## config.mk

```make
export PLATFORM = sky130hd
export DESIGN_NAME = multicycle_control_fsm
export DESIGN_NICKNAME = d
export VERILOG_FILES = /design/src/rtl/cpu_ctrl_pkg.sv /design/src/rtl/mem_wait_timer.sv /design/src/rtl/multicycle_control_fsm.sv
export SDC_FILE = /design/constraint.sdc
export NUM_CORES = 1
export LEC_CHECK = 0
export ABC_AREA = 1
export CAP_MARGIN = 20
export CORE_MARGIN = 10
export CORE_UTILIZATION = 40
export DETAILED_ROUTE_END_ITERATION = 6
export GPL_TIMING_DRIVEN = 0
export PLACE_DENSITY = 0.8
export SYNTH_ARGS = -nofsm -noshare
export SYNTH_HDL_FRONTEND = slang
export SYNTH_SLANG_ARGS = --single-unit
```

## constraint.sdc

```tcl
create_clock -name clk -period 1.4 [get_ports clk]
set_input_delay 0.35 -clock clk [delete_from_list [all_inputs] [get_ports clk]]
set_output_delay 0.35 -clock clk [all_outputs]
set_load 0.005 [all_outputs]
```

## src/rtl/cpu_ctrl_pkg.sv

```systemverilog
`default_nettype none
// ============================================================================
// Module      : cpu_ctrl_pkg
// Description : Shared encodings for the multi-cycle main control FSM:
//               opcodes, ALUop values, mux selects and the state type.
// Revision    : 1.0 - initial release
// ============================================================================
package cpu_ctrl_pkg;

  // Opcode field values (instr[15:12])
  localparam logic [3:0] OP_R    = 4'b0000;
  localparam logic [3:0] OP_ADDI = 4'b0001;
  localparam logic [3:0] OP_LW   = 4'b0010;
  localparam logic [3:0] OP_SW   = 4'b0011;
  localparam logic [3:0] OP_BEQ  = 4'b0100;
  localparam logic [3:0] OP_J    = 4'b0101;
  localparam logic [3:0] OP_HALT = 4'b1111;

  // ALUop values; FUNC tells ALU control to decode the instruction FuncCode
  localparam logic [3:0] ALUOP_ADD  = 4'b0000;
  localparam logic [3:0] ALUOP_SUB  = 4'b0001;
  localparam logic [3:0] ALUOP_FUNC = 4'b1111;

  // ALU B operand select
  localparam logic [1:0] SRCB_REG  = 2'b00;
  localparam logic [1:0] SRCB_ONE  = 2'b01;
  localparam logic [1:0] SRCB_IMM  = 2'b10;
  localparam logic [1:0] SRCB_BOFF = 2'b11;

  // PC source select
  localparam logic [1:0] PCSRC_ALU    = 2'b00;
  localparam logic [1:0] PCSRC_ALUOUT = 2'b01;
  localparam logic [1:0] PCSRC_JUMP   = 2'b10;

  typedef enum logic [3:0] {
    S_START    = 4'd0,
    S_FETCH    = 4'd1,
    S_DECODE   = 4'd2,
    S_EXEC_R   = 4'd3,
    S_WB_R     = 4'd4,
    S_EXEC_I   = 4'd5,
    S_WB_I     = 4'd6,
    S_MEM_ADDR = 4'd7,
    S_MEM_RD   = 4'd8,
    S_WB_MEM   = 4'd9,
    S_MEM_WR   = 4'd10,
    S_BRANCH   = 4'd11,
    S_JUMP     = 4'd12,
    S_HALT     = 4'd13,
    S_ERROR    = 4'd14
  } state_t;

  // States that stall on mem_ready and are guarded by the wait timer
  function automatic logic is_wait_state(input state_t s);
    return (s == S_FETCH) || (s == S_MEM_RD) || (s == S_MEM_WR);
  endfunction

endpackage
`default_nettype wire

```

## src/rtl/mem_wait_timer.sv

```systemverilog
`default_nettype none
// ============================================================================
// Module      : mem_wait_timer
// Description : Saturating counter of consecutive memory-stall cycles with
//               an expiry flag raised once MAX_WAIT stalls have been seen.
// Revision    : 1.0 - initial release
// ============================================================================
module mem_wait_timer #(
  parameter int MAX_WAIT = 15
) (
  input  logic clk,
  input  logic rst,
  input  logic i_clear,
  input  logic i_count_en,
  output logic o_expired
);

  localparam int c_CNT_W = (MAX_WAIT < 1) ? 1 : $clog2(MAX_WAIT + 1);
  localparam logic [c_CNT_W-1:0] c_MAX = c_CNT_W'(MAX_WAIT);

  logic [c_CNT_W-1:0] r_count;

  // Stall counter: clear wins, otherwise count up and hold at the limit
  always_ff @(posedge clk or posedge rst) begin
    if (rst) begin
      r_count <= '0;
    end else if (i_clear) begin
      r_count <= '0;
    end else if (i_count_en && (r_count != c_MAX)) begin
      r_count <= r_count + c_CNT_W'(1);
    end
  end

  assign o_expired = (r_count == c_MAX);

endmodule
`default_nettype wire

```

## src/rtl/multicycle_control_fsm.sv

```systemverilog
`default_nettype none
// ============================================================================
// Module      : multicycle_control_fsm
// Description : Main control FSM of the multi-cycle processor. Sequences
//               fetch/decode/execute/memory/writeback, drives datapath
//               enables and the ALUop fed to ALU control, and traps a hung
//               memory handshake into a sticky bus-error state.
// Revision    : 1.0 - initial release
// ============================================================================
module multicycle_control_fsm
  import cpu_ctrl_pkg::*;
#(
  parameter int OP_W     = 4,
  parameter int ALUOP_W  = 4,
  parameter int MAX_WAIT = 15
) (
  input  logic               clk,
  input  logic               reset,
  input  logic [OP_W-1:0]    opcode,
  input  logic               zero,
  input  logic               mem_ready,
  output logic [ALUOP_W-1:0] ALUop,
  output logic               alu_src_a,
  output logic [1:0]         alu_src_b,
  output logic               ir_write,
  output logic               pc_write,
  output logic               pc_write_cond,
  output logic [1:0]         pc_source,
  output logic               i_or_d,
  output logic               mem_read,
  output logic               mem_write,
  output logic               mem_to_reg,
  output logic               reg_dst,
  output logic               reg_write,
  output logic               halted,
  output logic               bus_error
);

  state_t r_state;
  state_t w_state_next;
  logic   w_expired;
  logic   w_clear;
  logic   w_count_en;
  logic   w_unused_zero;

  // The branch decision is made in the datapath from pc_write_cond & zero
  assign w_unused_zero = zero;

  // Restart the stall count whenever the state changes; count only stalls
  assign w_clear    = (w_state_next != r_state);
  assign w_count_en = is_wait_state(r_state) && !mem_ready;

  mem_wait_timer #(
    .MAX_WAIT (MAX_WAIT)
  ) u_wait_timer (
    .clk        (clk),
    .rst        (reset),
    .i_clear    (w_clear),
    .i_count_en (w_count_en),
    .o_expired  (w_expired)
  );

  // State register; async reset returns straight to START with outputs low
  always_ff @(posedge clk or posedge reset) begin
    if (reset) begin
      r_state <= S_START;
    end else begin
      r_state <= w_state_next;
    end
  end

  // Next-state and Moore output decode (FETCH write enables follow mem_ready)
  always_comb begin
    w_state_next  = r_state;
    ALUop         = ALUOP_W'(ALUOP_ADD);
    alu_src_a     = 1'b0;
    alu_src_b     = SRCB_REG;
    ir_write      = 1'b0;
    pc_write      = 1'b0;
    pc_write_cond = 1'b0;
    pc_source     = PCSRC_ALU;
    i_or_d        = 1'b0;
    mem_read      = 1'b0;
    mem_write     = 1'b0;
    mem_to_reg    = 1'b0;
    reg_dst       = 1'b0;
    reg_write     = 1'b0;
    halted        = 1'b0;
    bus_error     = 1'b0;

    case (r_state)
      S_START: begin
        w_state_next = S_FETCH;
      end

      S_FETCH: begin
        mem_read  = 1'b1;
        alu_src_b = SRCB_ONE;
        ir_write  = mem_ready;
        pc_write  = mem_ready;
        if (mem_ready)      w_state_next = S_DECODE;
        else if (w_expired) w_state_next = S_ERROR;
      end

      S_DECODE: begin
        alu_src_b = SRCB_BOFF;
        case (opcode)
          OP_W'(OP_R):    w_state_next = S_EXEC_R;
          OP_W'(OP_ADDI): w_state_next = S_EXEC_I;
          OP_W'(OP_LW):   w_state_next = S_MEM_ADDR;
          OP_W'(OP_SW):   w_state_next = S_MEM_ADDR;
          OP_W'(OP_BEQ):  w_state_next = S_BRANCH;
          OP_W'(OP_J):    w_state_next = S_JUMP;
          OP_W'(OP_HALT): w_state_next = S_HALT;
          default:        w_state_next = S_FETCH;
        endcase
      end

      S_EXEC_R: begin
        alu_src_a    = 1'b1;
        alu_src_b    = SRCB_REG;
        ALUop        = ALUOP_W'(ALUOP_FUNC);
        w_state_next = S_WB_R;
      end

      S_WB_R: begin
        reg_dst      = 1'b1;
        reg_write    = 1'b1;
        w_state_next = S_FETCH;
      end

      S_EXEC_I: begin
        alu_src_a    = 1'b1;
        alu_src_b    = SRCB_IMM;
        w_state_next = S_WB_I;
      end

      S_WB_I: begin
        reg_write    = 1'b1;
        w_state_next = S_FETCH;
      end

      S_MEM_ADDR: begin
        alu_src_a    = 1'b1;
        alu_src_b    = SRCB_IMM;
        w_state_next = (opcode == OP_W'(OP_LW)) ? S_MEM_RD : S_MEM_WR;
      end

      S_MEM_RD: begin
        mem_read = 1'b1;
        i_or_d   = 1'b1;
        if (mem_ready)      w_state_next = S_WB_MEM;
        else if (w_expired) w_state_next = S_ERROR;
      end

      S_WB_MEM: begin
        mem_to_reg   = 1'b1;
        reg_write    = 1'b1;
        w_state_next = S_FETCH;
      end

      S_MEM_WR: begin
        mem_write = 1'b1;
        i_or_d    = 1'b1;
        if (mem_ready)      w_state_next = S_FETCH;
        else if (w_expired) w_state_next = S_ERROR;
      end

      S_BRANCH: begin
        alu_src_a     = 1'b1;
        alu_src_b     = SRCB_REG;
        ALUop         = ALUOP_W'(ALUOP_SUB);
        pc_write_cond = 1'b1;
        pc_source     = PCSRC_ALUOUT;
        w_state_next  = S_FETCH;
      end

      S_JUMP: begin
        pc_write     = 1'b1;
        pc_source    = PCSRC_JUMP;
        w_state_next = S_FETCH;
      end

      S_HALT: begin
        halted = 1'b1;
      end

      S_ERROR: begin
        bus_error = 1'b1;
      end

      default: begin
        w_state_next = S_START;
      end
    endcase
  end

endmodule
`default_nettype wire

```

; ---- Word level (Yosys, flattened, before mapping)
; Cells that the tools add are included.
[word_totals]
out_inout_bits = 20
regBits = 8
wordCells = 66
[classes]
reduce_logical = 16
n_addsub = 1
mux = 24
eq_ne = 23
[op_table]
columns = operator, n
row1 = "== test 4 bit, second input constant", 9
row2 = case mux 4 bit (9 select lines), 1
row3 = "== test 4 x 3 -> 1 bit, second input constant", 6
row4 = 2-to-1 mux 4 bit, 6
row5 = case mux 4 bit (6 select lines), 1
row6 = "== test 4 x 2 -> 1 bit, second input constant", 4
row7 = 2-to-1 mux 1 bit, 11
row8 = OR reduction 2 bit, 5
row9 = "== test 4 x 1 -> 1 bit, second input constant", 2
row10 = logical NOT 4 bit, 2
row11 = case mux 4 bit (2 select lines), 1
row12 = case mux 2 bit (3 select lines), 1
row13 = OR reduction 6 bit, 1
row14 = "adder 4 x 1 -> 4 bit, second input constant", 1
row15 = != test 4 bit, 1
row16 = "!= test 4 bit, second input constant", 1
row17 = case mux 2 bit (2 select lines), 1
row18 = OR reduction 4 bit, 1
row19 = OR reduction 3 bit, 1
row20 = logical AND 1 bit, 2
row21 = logical OR 1 bit, 2
row22 = 2-to-1 mux 2 bit, 1
row23 = case mux 1 bit (2 select lines), 1
row24 = nonzero test 2 bit, 1
row25 = logical NOT 1 bit, 1

; ---- Longest topological paths before layout
[depth]
ltp_word = 7
mapped_depth = 13
ltp_nobuf = 12

; ---- Cells and area by module
; A second synthesis with hierarchy kept.
[hier_totals]
hier_cells = 161
hier_area_um2 = 893.4
[modules_own_cells]
columns = mod, seq_area_each_um2, instances, cells_per_inst, area_per_inst_um2
row1 = multicycle_control_fsm, 100.1, 1, 131, 664.4
row2 = mem_wait_timer, 100.1, 1, 30, 229.0

; ---- Least setup slack after synthesis
; Ideal clock, no wire load.
[synth_timing]
path_kind = reg2reg
from = register r_state[2]
to = register u_wait_timer.r_count[3]
n_path_buf = 1
arrival_ps = 1312
path_stages_with_launch = 10
slack_ps = -31
t_required_ps = 1280
setup_time_ps = 120
cell_sequence = dfrtp_1 > buf_4 > nor2_2 > nand2_2 > nand2_2 > nand2_1 > nor2_4 > nand4_1 > xor2_1 > nor2_1
[synth_via]
elab_chain_len = 6
word_cells_on_any_way = 29
cone_classes = eq/ne (15) / mux (6) / reduce/logical (8)
[synth_rtl]
columns = element, line_no
row1 = start: declaration, multicycle_control_fsm.sv:39  ; state_t r_state;
row2 = start signal: assignment, multicycle_control_fsm.sv:68  ; r_state <= w_state_next;
row3 = branches (longest 6 deep; another with case mux 4 bit (9 select lines)), -
row4 = end signal: assignment, mem_wait_timer.sv:30  ; r_count <= r_count + c_CNT_W'(1);
row5 = end: declaration, mem_wait_timer.sv:21  ; logic [c_CNT_W-1:0] r_count;
; Parallel ways; which one is timed is not known.
; A chain may end at the register's enable or synchronous reset.

; ---- Worst setup path in the final report
[layout_timing]
from = register r_state[2]
to = register u_wait_timer.r_count[0]
[layout_via]
word_cells_on_any_way = 29
cone_classes = eq/ne (15) / mux (6) / reduce/logical (8)
[layout_rtl]
columns = element, line_no
row1 = "== test 4 bit, or another cell as far along", multicycle_control_fsm.sv:91  ; case (r_state)
row2 = "OR reduction 6 bit (no line), or another cell as far along", -
row3 = case mux 4 bit (9 select lines) *, multicycle_control_fsm.sv:91
row4 = named net w_state_next[2], multicycle_control_fsm.sv:40  ; state_t w_state_next;
row5 = != test 4 bit *, multicycle_control_fsm.sv:50  ; assign w_clear = (w_state_next != r_state);
row6 = 2-to-1 mux 4 bit / nonzero test 2 bit (equally long branches), -
; Mark *: on every way through the listed nets, which the timed path passes. The rest lies on a longest branch.

==> flow_summary.toml <==
[timing]
rsz0062_at_grt = "yes"
finalSetupTns_ns = -10.12
fin_crit_sh = 1.49
fin_crit_ns = 2.09
finalSetupViolations = 28
finalWorstSetupSlack_ns = -0.685
relSlewSlack = 0.758
finalClockSkew_ns = 0.00721
max_clock_freq_mhz = 480
worst_pin_slew_ns = 0.362
finalHoldViolations = 0
timing.hold.ws_ns = 0.362
maxSlewViolCount = 0

[floorplanning]
io_pins = 28
start_util = 0.434
die-area_um2 = 4470
die_w_um = 66.8
fp.dieH_um = 66.8
core_area_um2 = 2020
num_rows = 16

[global_routing]
overflow = 0
grt_pass1_vias = 1332
grt_pass1_wl_mm = 6.24
grt_usage = 0.177
antenna_found_initial = 0
grt_max_degree = 9

[route]
drt.antenna.violating_nets = 0
vias_per_cell = 6.21
drt_iter0_drc = 199
vias = 1578
avgRoutedWirePerCell_um = 23.6
finalWirelength_mm = 5.99
dr.pass1.iters = 5
drc = 0

[placement]
placed_cell_area_um2 = 1190
place_hpwl_mm = 2.11
gp_congestion = 0.842
dpl_worst_slack_ns = -0.630
dpl.cell_count = 208
port_buffers = 26

[yosys]
ys_ff_latch = 8
synth_edf_count = 0
synthArstFlopShare = 1.00
synthFlopType = "dfrtp_1"
ys_seq_area_frac = 0.228
yosys_warnings = 0
synth_most_common_cell = "nand2_1"
synth_fp_nets = 164
syn_avg_cell_area_um2 = 5.66
synth_top_area_frac = 0.228
synthCells = 155
synth_cell_types = 18
synthTopCellsByArea = "dfrtp_1, nand2_1, nor2_1"
synth_area_um2 = 877
synth_common_cells = "nand2_1, nor2_1, inv_1"
yosys.area.top_type = "dfrtp_1"

[critical_path]
max_stage_delay_ns = 0.39
cp.arrival_ns = 2.26
cp_data_required_time_ns = 1.58
start_kind = "register"
crit_path_end_kind = "register"
worstPathCellList = "buf_6 > buf_6 > inv_8 > buf_6 > nor2_4 > nand2_2 > nand2_4 > nor2_4 > nand3_2 > nand2_1 > nand2_1 > nor2_1 > nand2_1 > nor2_1"
slowest_stage = "dfrtp_1"
path_class = "reg2reg"
crit_fanout = 5

[clock_network]
cts_tree = "yes"
cts_hold_buf = 0
cts_root_buf = "clkbuf_4"
cts_max_level = 1
numCtsBuffers = 3
clkLatencyLatePin_ns = 0.27
clockBufferDepth = 2
clock-sinks = 8
clk_pin_slew_worst_paths_ns = 0.07

[finish]
stdcell_count = 254
area_delta_synth_final_pct = 117
antenna_cells = 0
layout-drive-gt1-share = 0.612
fin_nets = 238
final_cell_area_um2 = 1900
n_fill_cell = 63

[pwr]
p_leak_nw = 1.05
ir_drop_mv = 1.62
powerDensity_nw_per_um2 = 2120

[status]
status = "finished with violations"
violations = "setup timing"

[hold_path]
worstHoldPathType = "in2async"

[flow_run]
maxCapViolCount = 0
where the power goes:
group          internal [mW]  leakage, nW  switching (mW)
sequential             0.295        0.104          0.0771
clock                 0.0997       0.0138           0.106
combinational           1.54        0.933            1.91
total                   1.93         1.05            2.10
cells by family after synthesis:
group,Yosys count,share of synthesized area
flip-flops,8,0.228
AND/OR/NAND/NOR,107,0.535
buffers and inverters,29,0.146
XOR/XNOR,2,0.0200
adder cells (fa/ha/maj),1,0.0143
AO/OA/AOI/OAI,8,0.0571
cell usage in the layout, fill, tap and decap left out, types with 4 or more instances in the layout:
cell type / Yosys / final
nor2_4: 3 / 14
clkdlybuf4s50_1: 0 / 6
nand4_1: 4 / 4
buf_2: 0 / 11
buf_6: 0 / 36
nor2_1: 31 / 17
buf_4: 5 / 20
nand3_1: 14 / 5
dfrtp_1: 8 / 6
inv_1: 20 / 11
nand3_2: 0 / 8
nand2_2: 6 / 8
nor2_2: 1 / 4
nand2_1: 48 / 32
inv_2: 4 / 9
nand2_4: 0 / 11
timing repair:
action,4_1_cts,5_1_grt
resized for setup,139,65
buffers inserted,28,17
pin swaps,25,30
endpoints found under the setup margin,23,28
critical path: cells and delay by family (launching register included):
kind / cells / cell delay, ns
buf+inv: 4 / 0.49
flops: 1 / 0.39
simple gates: 10 / 1.09
final cells by class:
type	instances	area [um^2]	share of cell area
timing repair buffer	69	626	0.329
multi-input combinational	118	851	0.447
sequential	8	203	0.107
inverter	24	110	0.0579
tap	27	33.8	0.0178
clock buffer	3	22.5	0.0118
buffer	5	56.3	0.0296
path summary, 6_finish.rpt:
path	start	end	slack, ns	cells after the start
worst max-delay path	r_state[2]	u_wait_timer.r_count[0]	-0.69	14
min in group clk	u_wait_timer.r_count[1]	u_wait_timer.r_count[1]	0.59	1
worst min-delay path	reset	r_state[0]	0.36	2
worst max register to register	r_state[2]	u_wait_timer.r_count[0]	-0.69	14
max in group asynchronous	reset	r_state[3]	0.75	2
worst min register to register	u_wait_timer.r_count[1]	u_wait_timer.r_count[1]	0.59	1
stage by stage:
stage / power [mW] / util
2_1_floorplan: 1.32 / -
3_3_place_gp: 1.85 / 0.587
3_5_place_dp: 1.89 / 0.587
4_1_cts: 2.83 / 0.772
5_1_grt: 4.16 / 0.941
6_report: 4.03 / 0.941
flip-flops by register name (all words and copies together) (netlist names):
signal	count
r_state	4
u_wait_timer.r_count	4
routing by layer:
layer,up-vias,GRT usage,part of all wire
li1,620,-,-
met4,0,0.126,0.084
met1,732,0.187,0.34
met2,172,0.309,0.46
met3,54,0.0284,0.11
met5,-,0,0
(Power assumes the default switching activity.)
